## src/rtl/ttrng_pool.sv

```systemverilog
// Entropy pool: 2-flop synchronised raw channels are XOR-mixed, optionally von Neumann
// debiased (macro TTRNG_VN_DEBIAS_EN), assembled into words and handed out via valid/ready.
module ttrng_pool #(
    parameter int unsigned NUM_CH    = 8,
    parameter int unsigned WORD_W    = 8,
    parameter int unsigned REP_LIMIT = 32
) (
    input  logic              clk,
    input  logic              reset,
    input  logic              enabled,
    input  logic [NUM_CH-1:0] raw_bits,
    output logic [WORD_W-1:0] number,
    output logic              valid,
    input  logic              ready,
    output logic              health_fail
);

    localparam int unsigned      CNT_W    = $clog2(WORD_W + 1);
    localparam logic [CNT_W-1:0] CNT_FULL = CNT_W'(WORD_W);
    localparam logic [7:0]       REP_MAX  = 8'(REP_LIMIT);

    // Synchroniser and mixer

    logic [NUM_CH-1:0] sync1_q, sync1_d;
    logic [NUM_CH-1:0] sync2_q, sync2_d;
    logic              mixed;

    always_comb begin
        sync1_d = raw_bits;
        sync2_d = sync1_q;
    end

    always_ff @(posedge clk) begin
        if (reset) begin
            sync1_q <= '0;
            sync2_q <= '0;
        end else begin
            sync1_q <= sync1_d;
            sync2_q <= sync2_d;
        end
    end

    assign mixed = ^sync2_q;

    // Bit source: debiased pairs or the raw mixed bit

    logic emit;
    logic emit_bit;

`ifdef TTRNG_VN_DEBIAS_EN
    typedef enum logic {StFirst, StSecond} vn_state_e;

    vn_state_e state_q, state_d;
    logic      first_q, first_d;

    always_comb begin
        state_d  = state_q;
        first_d  = first_q;
        emit     = 1'b0;
        emit_bit = first_q;
        if (enabled) begin
            unique case (state_q)
                StFirst: begin
                    first_d = mixed;
                    state_d = StSecond;
                end
                StSecond: begin
                    // 01 -> 0, 10 -> 1: the emitted bit is the first of an unequal pair
                    emit    = first_q ^ mixed;
                    state_d = StFirst;
                end
            endcase
        end
    end

    always_ff @(posedge clk) begin
        if (reset) begin
            state_q <= StFirst;
            first_q <= 1'b0;
        end else begin
            state_q <= state_d;
            first_q <= first_d;
        end
    end
`else
    assign emit     = enabled;
    assign emit_bit = mixed;
`endif

    // Repetition-count health test

    logic [7:0] rep_q, rep_d;
    logic       last_q, last_d;
    logic       fail_q, fail_d;

    always_comb begin
        rep_d  = rep_q;
        last_d = last_q;
        if (enabled) begin
            if ((rep_q == 8'd0) || (mixed != last_q)) begin
                rep_d  = 8'd1;
                last_d = mixed;
            end else if (rep_q < REP_MAX) begin
                rep_d = rep_q + 8'd1;
            end
        end
        fail_d = fail_q | (rep_q == REP_MAX);
    end

    always_ff @(posedge clk) begin
        if (reset) begin
            rep_q  <= 8'd0;
            last_q <= 1'b0;
            fail_q <= 1'b0;
        end else begin
            rep_q  <= rep_d;
            last_q <= last_d;
            fail_q <= fail_d;
        end
    end

    // Accumulator and output slot

    logic [WORD_W-1:0] acc_q, acc_d;
    logic [CNT_W-1:0]  cnt_q, cnt_d;
    logic [WORD_W-1:0] number_q, number_d;
    logic              valid_q, valid_d;
    logic              full;
    logic              transfer;

    assign full     = (cnt_q == CNT_FULL);
    assign transfer = full && (!valid_q || ready) && !fail_q;

    always_comb begin
        acc_d    = acc_q;
        cnt_d    = cnt_q;
        number_d = number_q;
        valid_d  = valid_q;
        if (fail_q) begin
            acc_d   = '0;
            cnt_d   = '0;
            valid_d = 1'b0;
        end else begin
            if (valid_q && ready) begin
                valid_d = 1'b0;
            end
            if (transfer) begin
                number_d = acc_q;
                valid_d  = 1'b1;
                // A bit emitted in the transfer cycle starts the next word
                acc_d    = {{(WORD_W-1){1'b0}}, emit & emit_bit};
                cnt_d    = emit ? CNT_W'(1) : '0;
            end else if (emit && !full) begin
                acc_d = {acc_q[WORD_W-2:0], emit_bit};
                cnt_d = cnt_q + CNT_W'(1);
            end
        end
    end

    always_ff @(posedge clk) begin
        if (reset) begin
            acc_q    <= '0;
            cnt_q    <= '0;
            number_q <= '0;
            valid_q  <= 1'b0;
        end else begin
            acc_q    <= acc_d;
            cnt_q    <= cnt_d;
            number_q <= number_d;
            valid_q  <= valid_d;
        end
    end

    assign number      = number_q;
    assign valid       = valid_q & ~fail_q;
    assign health_fail = fail_q;

endmodule

```

## config.mk

```make
export PLATFORM = sky130hd
export DESIGN_NAME = ttrng_pool
export DESIGN_NICKNAME = d
export VERILOG_FILES = /design/src/rtl/ttrng_pool.sv
export SDC_FILE = /design/constraint.sdc
export NUM_CORES = 1
export LEC_CHECK = 0
export ABC_AREA = 1
export ABC_CLOCK_PERIOD_IN_PS = 2029
export BUFFER_PORTS_ARGS = -buffer_cell sky130_fd_sc_hd__buf_2
export CAP_MARGIN = 40
export CORE_ASPECT_RATIO = 0.9
export CORE_MARGIN = 4
export CORE_UTILIZATION = 35
export DETAILED_ROUTE_END_ITERATION = 10
export GPL_TIMING_DRIVEN = 0
export HOLD_SLACK_MARGIN = 0.03
export PLACE_DENSITY = 0.57
export SLEW_MARGIN = 5
export SYNTH_ARGS = -nofsm -noshare
export SYNTH_HDL_FRONTEND = slang
export SYNTH_SLANG_ARGS = --single-unit
```

## constraint.sdc

```tcl
create_clock -name clk -period 2.03 [get_ports clk]
set_clock_uncertainty 0.2 [all_clocks]
set_input_delay 0.1015 -clock clk [delete_from_list [all_inputs] [get_ports clk]]
set_output_delay 0.1015 -clock clk [all_outputs]
set_load 0.01 [all_outputs]
```

==> results of run 1 <==
cell usage after synthesis, types with 3 or more instances:
master / n
nand2_1: 77
dfxtp_1: 47
inv_1: 41
nor2_1: 31
a21oi_1: 22
nand2_2: 11
nor2_2: 10
inv_2: 6
nand3_1: 6
ha_1: 4
nand2_4: 4
nand4_1: 4
o21ai_0: 3
sequential cells by signal (all words and copies together) (netlist names):
register	count
acc_q	8
rep_q	8
sync1_q	8
valid_q	1
last_q	1
cnt_q	4
health_fail	1
sync2_q	8
number	8
worst reg2reg max path: stages (launching register included):
cell      delay, ns
dfxtp_1        0.40
inv_1          0.07
ha_1           0.20
nand3_1        0.10
inv_1          0.06
nand3_1        0.10
inv_2          0.10
nor2_1         0.17
inv_1          0.17
a211oi_1       0.19
timing repair:
item / 4_1_cts / 5_1_grt
hold buffers: 12 / 0
hold endpoints to repair: 17 / 0
endpoints found under the setup margin: 0 / 2
setup buffers: 0 / 0
resized for setup: 0 / 1
routing by layer:
metal  global-route usage [%]  up-vias  share of wire [%]
met3                    3.043        7                2.7
met4                    3.720        0                1.5
li1                         -      933                  -
met2                    21.28       16                 49
met5                        0        -                  0
met1                    14.13      762                 47
final cells by class:
type / instances / area share [%]
clock inverters: 3 / 2.822
flip-flops and latches: 47 / 37.23
clock buffers: 5 / 2.723
inverters: 48 / 7.277
multi-input cells: 182 / 35.94
repair buffers: 33 / 8.911
plain buffers: 6 / 1.634
well taps: 70 / 3.465
power by group through the flow:
stage | Combinational [uW] | Sequential [uW] | Clock, uW
3_5_place_dp | 203 | 995 | 0
2_1_floorplan | 161 | 990 | 0
5_1_grt | 250 | 978 | 904
6_report | 220 | 974 | 843
4_1_cts | 221 | 974 | 871
3_3_place_gp | 199 | 994 | 0
cells by family after synthesis:
family | synth area share [%]
simple gates | 33.47
buf+inv | 10.69
flops | 45.44
compound gates | 6.707
fa+ha+maj | 2.417
xor+xnor | 1.269
how the worst min path moves through the flow:
stage	startpoint	endpoint	slack, ns	cells after the start
final	sync1_q[7]	sync2_q[7]	0.21	2
after global routing	sync1_q[6]	sync2_q[6]	0.21	2
after CTS	sync1_q[6]	sync2_q[6]	0.21	2
after detailed placement	raw_bits[3]	sync1_q[3]	0.11	3
after global placement	raw_bits[4]	sync1_q[4]	0.10	3
after floorplan	raw_bits[0]	sync1_q[0]	0.008	2
through the flow:
step	instances	hold slack [ns]	worst slack, ns
after floorplan	283	0.008467	0.4268
after global placement	374	0.1017	0.1575
after detailed placement	374	0.1061	0.1874
after CTS	394	0.2095	0.1486
after global routing	394	0.2128	0.008109
final	394	0.2065	0.1910
==> impl_metrics.json, run 1 <==
{
  "status": "finished, final reports clean",
  "grt-ovfl-total": 0,
  "routedWlPerCell_um": 10.02,
  "clkTransAtPathRegs_ns": 0.09,
  "nets": 339,
  "place.port_buffers": 21,
  "nFillCells": 543,
  "die_w_um": 89.08,
  "grt.total_usage_pct": 12.01,
  "dr.pass1.iters": 4,
  "dp_hpwl_um": 2730,
  "powerDensity_mw_per_mm2": 805.7,
  "r2r_cells": 9,
  "r2r_slack_ns": 0.19,
  "fin_crit_ns": 1.839,
  "grt_pass1_wl_um": 6879,
  "p_int_uw": 1541,
  "cp_top_family": "flip-flops",
  "tns_ns": 0,
  "grt_max_degree": 17,
  "synth_ff_type": "dfxtp_1",
  "p_sw_share_pct": 24.34,
  "cts-root-buf": "clkbuf_8",
  "final_cell_mix": "77 x nand2_1, 47 x dfxtp_1, 41 x inv_1, 31 x nor2_1, 23 x buf_2",
  "areaGrowthSynthToFinish_pct": 22.05,
  "end_kind": "flop",
  "core.rowCount": 26,
  "rsz0062_at_grt": "false",
  "synth_nets": 299,
  "critical_path_class": "reg2reg",
  "path_cells": "inv_1 > ha_1 > nand3_1 > inv_1 > nand3_1 > inv_2 > nor2_1 > inv_1 > a211oi_1",
  "grt_pass1_vias": 1625,
  "numCtsBuffers": 5,
  "crit_cells": 9,
  "insertion_delay_ns": 0.30,
  "rr_startpoint": "cnt_q[0]",
  "cp.arrival_ns": 1.86,
  "synth.area.top_cells": "dfxtp_1 45%, nand2_1 14%, inv_1 7.4%, nor2_1 5.6%, a21oi_1 5.3%",
  "cp_common_cell": "inv_1",
  "synth_cell_types": 26,
  "combPwrFrac_pct": 10.8,
  "syn_inst": 283,
  "drt_iter0_drc": 61,
  "synth_warnings": 0,
  "endpoint": "cnt_q[1]",
  "finalMaxSlewViolations": 0,
  "drv_cap": 0,
  "final_common_cell": "nand2_1",
  "min_path_type": "reg2reg",
  "relSlewSlack_pct": 65.86,
  "hold_viol": 0,
  "clkPwrFrac_pct": 41.4,
  "initial_core_util_pct": 36.37,
  "seq_area_frac_synth_pct": 45.44,
  "finish.instance_area_mm2": 0.002527,
  "finalCritPeriodShare_pct": 90.59,
  "vdd_drop_max_uv": 466.4,
  "seq_power_share_pct": 47.8,
  "crit_fanout": 9,
  "place.gp.congestion": 0.7799,
  "layout-drive-gt1-share_pct": 20.68,
  "antenna_found_initial": 0,
  "drc_errors": 0,
  "fmax_mhz": 543.8,
  "netlist_area_mm2": 0.002071,
  "worst-slew-pin-transition_ns": 0.5121,
  "num_antenna_cells": 0,
  "totalPowerFinal_uw": 2036,
  "reg2reg_to": "cnt_q[1]",
  "max_stage_delay_ns": 0.40,
  "viasPerCell": 4.360,
  "synth_top_area_share_pct": 45.44,
  "cp.required_ns": 2.05,
  "synth_edf_count": 0,
  "die_y_um": 80.97,
  "core_region_area_mm2": 0.005693,
  "path_buf_inv": 4,
  "cp-start-kind": "flop",
  "netSwitchingPower_uw": 495.6,
  "syn_avg_cell_area_um2": 7.317,
  "yosysTopAreaCell": "dfxtp_1",
  "ys_async_sr_fraction_pct": 0,
  "finalSetupViolations": 0,
  "ys_ff_latch": 47,
  "dpl_cell_area_mm2": 0.002263,
  "cts.htree.levels": 2,
  "multi_input_area_um2": 908.4,
  "cp_slowest_cell": "dfxtp_1",
  "tritoncts": "yes",
  "cts_sinks": 47,
  "routed_wl_um": 3947,
  "clock_path_buffers": 2,
  "io_pins": 22,
  "num_vias": 1718,
  "seq_area_um2": 940.9,
  "design.die.area_mm2": 0.007213,
  "p_leak_uw": 0.001152,
  "crit_start": "cnt_q[0]",
  "ant_nets": 0,
  "fin_util_pct": 44.40
}
No activity file was read; power rests on OpenSTA's default activity.
==> inputs of run 2 (changes only) <==
--- a/config.mk
+++ b/config.mk
@@ -7,15 +7,15 @@
 export LEC_CHECK = 0
 export ABC_AREA = 1
 export ABC_CLOCK_PERIOD_IN_PS = 2029
-export BUFFER_PORTS_ARGS = -buffer_cell sky130_fd_sc_hd__buf_2
 export CAP_MARGIN = 40
 export CORE_ASPECT_RATIO = 0.9
 export CORE_MARGIN = 4
 export CORE_UTILIZATION = 35
 export DETAILED_ROUTE_END_ITERATION = 10
+export DONT_BUFFER_PORTS = 1
 export GPL_TIMING_DRIVEN = 0
 export HOLD_SLACK_MARGIN = 0.03
-export PLACE_DENSITY = 0.57
+export PLACE_DENSITY = 0.54
 export SLEW_MARGIN = 5
 export SYNTH_ARGS = -nofsm -noshare
 export SYNTH_HDL_FRONTEND = slang
==> impl_metrics.json, run 2 (synthesized netlist as in run 1, its figures left out) <==
{
  "cts-root-buf": "clkbuf_8",
  "clkPwrFrac_pct": 35.8,
  "finalSetupViolations": 0,
  "routedWlPerCell_um": 10.11,
  "tns_ns": 0,
  "nets": 319,
  "dpl_cell_area_mm2": 0.002158,
  "place.gp.congestion": 0.7948,
  "seq_power_share_pct": 52.7,
  "place.port_buffers": 0,
  "end_kind": "flop",
  "hold_start": "reset",
  "final_common_cell": "nand2_1",
  "rsz0062_at_grt": "false",
  "drv_cap": 0,
  "routed_wl_um": 3772,
  "cp-start-kind": "flop",
  "io_pins": 22,
  "final_cell_mix": "77 x nand2_1, 47 x dfxtp_1, 40 x inv_1, 30 x nor2_1, 22 x a21oi_1",
  "hold_viol": 0,
  "grt_use_met1_pct": 14.07,
  "multi_input_area_um2": 910.9,
  "num_vias": 1644,
  "combPwrFrac_pct": 11.5,
  "grt_pass1_wl_um": 6734,
  "die_w_um": 89.08,
  "relSlewSlack_pct": 66.43,
  "crit_fanout": 7,
  "grt_pass1_vias": 1622,
  "layout-drive-gt1-share_pct": 15.84,
  "powerDensity_mw_per_mm2": 769.4,
  "cp_slowest_cell": "dfxtp_1",
  "drc_errors": 0,
  "vdd_drop_max_uv": 478.4,
  "min_path_type": "in2reg",
  "status": "finished, final reports clean",
  "cp.required_ns": 2.02,
  "fmax_mhz": 544.9,
  "drt_iter0_drc": 55,
  "r2r_slack_ns": 0.19,
  "seq_area_um2": 940.9,
  "p_leak_uw": 0.001036,
  "fin_hold_ws_ns": 0.04540,
  "busiest_layer": "met2",
  "fin_crit_ns": 1.835,
  "initial_core_util_pct": 36.37,
  "r2r_cells": 9,
  "hold_depth": 2,
  "design.die.area_mm2": 0.007213,
  "critical_path_class": "reg2reg",
  "grt.total_usage_pct": 11.70,
  "finish.instance_area_mm2": 0.002399,
  "finalMaxSlewViolations": 0,
  "reg2reg_to": "acc_q[7]",
  "clkTransAtPathRegs_ns": 0.08,
  "dp_hpwl_um": 2746,
  "max_stage_delay_ns": 0.39,
  "worst-slew-pin-transition_ns": 0.5036,
  "clock_path_buffers": 2,
  "cp.arrival_ns": 1.83,
  "ant_nets": 0,
  "num_antenna_cells": 0,
  "core_region_area_mm2": 0.005693,
  "grtUsageMet2_pct": 20.47,
  "dr.pass1.iters": 4,
  "cp_common_cell": "inv_1",
  "p_sw_share_pct": 24.45,
  "viasPerCell": 4.408,
  "antenna_found_initial": 0,
  "finalCritPeriodShare_pct": 90.40,
  "hold_end": "number[7]",
  "path_buf_inv": 4,
  "rr_startpoint": "cnt_q[0]",
  "tritoncts": "yes",
  "cts_sinks": 47,
  "numCtsBuffers": 5,
  "grt_max_degree": 15,
  "core.rowCount": 26,
  "p_int_uw": 1394,
  "areaGrowthSynthToFinish_pct": 15.83,
  "path_cells": "inv_1 > ha_1 > nand3_1 > inv_1 > nor2_2 > clkinvlp_4 > buf_4 > nand2_1 > a21oi_1",
  "nFillCells": 557,
  "cts.htree.levels": 2,
  "grtUsageMet3_pct": 2.840,
  "cp_top_family": "buffers and inverters",
  "insertion_delay_ns": 0.29,
  "grt-ovfl-total": 0,
  "die_y_um": 80.97,
  "netSwitchingPower_uw": 451.3
}
-- run 2: cell types whose count changed in the layout (fill, tap and decap cells not counted), sizes merged --
cell / previous run / this run
bufinv: 2 / 1
inv: 48 / 47
clkinvlp: 1 / 2
buf: 26 / 6
-- run 2: per-layer routing --
metal	wire, um	share of wire (%)
met5	0	0
met4	62	1.6
met3	109	2.9
met2	1795	48
met1	1805	48
-- run 2: how the worst max path moves through the flow --
stage               slack, ns  startpoint  endpoint  cells after the start
finish                   0.19    cnt_q[0]  acc_q[7]                      9
global route             0.03    cnt_q[0]  acc_q[4]                      9
CTS                      0.14    cnt_q[0]  cnt_q[1]                      9
detailed placement       0.16    cnt_q[0]  cnt_q[1]                      9
global placement         0.14    cnt_q[0]  cnt_q[1]                      9
floorplan                0.43    cnt_q[0]  cnt_q[0]                     10
-- run 2: repair_timing --
action	4_1_cts	5_1_grt
hold buffers	12	0
endpoints found under the setup margin	0	3
resized for setup	0	3
buffers inserted	0	1
hold endpoints to repair	22	0
-- run 2: cell type report --
class | instances | area share, %
plain buffers | 6 | 1.721
clock buffers | 5 | 2.869
clock inverters | 2 | 1.565
inverters | 48 | 7.668
multi-input cells | 182 | 37.98
flip-flops and latches | 47 | 39.23
well taps | 70 | 3.652
repair buffers | 13 | 5.321
-- run 2: per-stage QoR --
stage	setup WS (ns)	power [uW]	util, %	cells
after CTS	0.1367	1874	41.89	372
after global routing	0.02830	1952	42.13	373
after detailed placement	0.1608	1187	37.91	353
after floorplan	0.4268	1150	-	283
after global placement	0.1404	1184	37.91	353
final	0.1949	1846	42.13	373
-- run 2: power groups by stage --
stage / registers, uW / clock network, uW / logic [uW]
after detailed placement: 994 / 0 / 193
after floorplan: 990 / 0 / 161
after CTS: 973 / 689 / 212
after global routing: 977 / 729 / 246
after global placement: 995 / 0 / 189
final: 973 / 660 / 212
==> inputs of run 3 (changes only) <==
--- a/config.mk
+++ b/config.mk
@@ -10,12 +10,13 @@
 export CAP_MARGIN = 40
 export CORE_ASPECT_RATIO = 0.9
 export CORE_MARGIN = 4
-export CORE_UTILIZATION = 35
+export CORE_UTILIZATION = 25
+export CTS_CLUSTER_SIZE = 40
 export DETAILED_ROUTE_END_ITERATION = 10
 export DONT_BUFFER_PORTS = 1
 export GPL_TIMING_DRIVEN = 0
 export HOLD_SLACK_MARGIN = 0.03
-export PLACE_DENSITY = 0.54
+export PLACE_DENSITY = 0.43
 export SLEW_MARGIN = 5
 export SYNTH_ARGS = -nofsm -noshare
 export SYNTH_HDL_FRONTEND = slang
==> impl_metrics.json, run 3 (synthesized netlist as in run 1, its figures left out) <==
{
  "status": "finished, final reports clean",
  "viasPerCell": 4.092,
  "dp_hpwl_um": 2822,
  "cp-start-kind": "flop",
  "critical_path_class": "reg2reg",
  "grt_max_degree": 16,
  "cp.required_ns": 2.03,
  "final_common_cell": "nand2_1",
  "powerDensity_mw_per_mm2": 730.3,
  "hold_viol": 0,
  "num_vias": 1645,
  "vdd_drop_max_uv": 249.9,
  "areaGrowthSynthToFinish_pct": 16.43,
  "dr.pass1.iters": 4,
  "ant_nets": 0,
  "end_kind": "flop",
  "clock_path_buffers": 2,
  "cp.arrival_ns": 1.84,
  "cts-root-buf": "clkbuf_8",
  "routedWlPerCell_um": 9.848,
  "insertion_delay_ns": 0.30,
  "finalMaxSlewViolations": 0,
  "cp_slowest_cell": "dfxtp_1",
  "dpl_cell_area_mm2": 0.002195,
  "cts_sinks": 47,
  "worst-slew-pin-transition_ns": 0.5223,
  "die_y_um": 94.34,
  "numCtsBuffers": 5,
  "cts.htree.levels": 2,
  "clkTransAtPathRegs_ns": 0.09,
  "dp.cells": 382,
  "initial_core_util_pct": 25.67,
  "fmax_mhz": 540.8,
  "core_region_area_mm2": 0.008068,
  "finalSetupViolations": 0,
  "final_cells": 402,
  "io_pins": 22,
  "tritoncts": "yes",
  "antenna_found_initial": 0,
  "place.port_buffers": 0,
  "fin_crit_ns": 1.849,
  "finish.instance_area_mm2": 0.002411,
  "place.gp.congestion": 0.6947,
  "relSlewSlack_pct": 65.18,
  "max_stage_delay_ns": 0.39,
  "tns_ns": 0,
  "rsz0062_at_grt": "false",
  "cp_top_family": "buffers and inverters",
  "path_buf_inv": 4,
  "nets": 318,
  "grt.total_usage_pct": 8.927,
  "fin_hold_ws_ns": 0.04633,
  "grt-ovfl-total": 0,
  "fin_util_pct": 29.89,
  "finalCritPeriodShare_pct": 91.09,
  "routed_wl_um": 3959,
  "final_cell_mix": "77 x nand2_1, 47 x dfxtp_1, 40 x inv_1, 30 x nor2_1, 22 x a21oi_1",
  "core.rowCount": 31,
  "drv_cap": 0,
  "layout-drive-gt1-share_pct": 15.51,
  "design.die.area_mm2": 0.009805,
  "grt_pass1_wl_um": 7120,
  "drt_iter0_drc": 40,
  "p_leak_uw": 0.001027,
  "drc_errors": 0,
  "grt_pass1_vias": 1631,
  "path_cells": "inv_1 > ha_1 > nand3_1 > inv_1 > nor2_2 > clkinvlp_4 > nand2_1 > inv_1 > nand2_1 > a31oi_1",
  "min_path_type": "in2reg",
  "die_w_um": 103.9,
  "cp_common_cell": "inv_1",
  "num_antenna_cells": 0,
  "crit_fanout": 10
}
run 3: changes by cell type in the layout (fill, tap and decap cells not counted):
cell,change
clkinv_4,+2
clkbuf_1,+1
clkinvlp_4,-1
buf_4,-1
bufinv_16,-1
run 3: path summary, 6_finish.rpt:
kind | cells after the start | end | startpoint | slack (ns)
hold / removal | 2 | number[7] | reset | 0.05
hold reg to reg | 2 | sync2_q[5] | sync1_q[5] | 0.21
setup reg to reg | 10 | cnt_q[0] | cnt_q[0] | 0.18
setup / recovery | 10 | cnt_q[0] | cnt_q[0] | 0.18
run 3: area by class of cell:
cell class              instances  area [um^2]
repair buffers                 12        120.1
inverters                      48        183.9
well taps                      99        123.9
flip-flops and latches         47        940.9
multi-input cells             182        910.9
clock inverters                 2        17.52
clock buffers                   6        72.57
fillers                       895         5657
plain buffers                   6        41.29
run 3: where the power goes:
| group | total [uW] | switching (uW) | internal (uW) |
|---|---|---|---|
| clock network | 579 | 331 | 248 |
| registers | 974 | 21.9 | 952 |
| logic | 208 | 127 | 81.4 |
| total | 1760 | 479 | 1280 |
run 3: timing repair:
| action | 4_1_cts | 5_1_grt |
|---|---|---|
| endpoints found under the setup margin | 0 | 3 |
| buffers inserted | 0 | 0 |
| endpoints found under the hold margin | 22 | 0 |
| hold buffers | 12 | 0 |
| gates resized for setup | 0 | 3 |
run 3: per-stage QoR:
stage               worst slack (ns)  total power [uW]
floorplan                     0.4268              1150
global placement              0.1264              1186
detailed placement            0.1422              1187
CTS                           0.1368              1792
global route                0.003094              1866
finish                        0.1809              1761
run 3: metal layers:
layer / vias up / global-route usage [%] / part of all wire (%)
li1: 886 / - / -
met1: 736 / 9.538 / 45
met2: 15 / 16.77 / 50
met3: 8 / 2.529 / 3.9
met4: 0 / 3.544 / 1.6
met5: - / 0 / 0
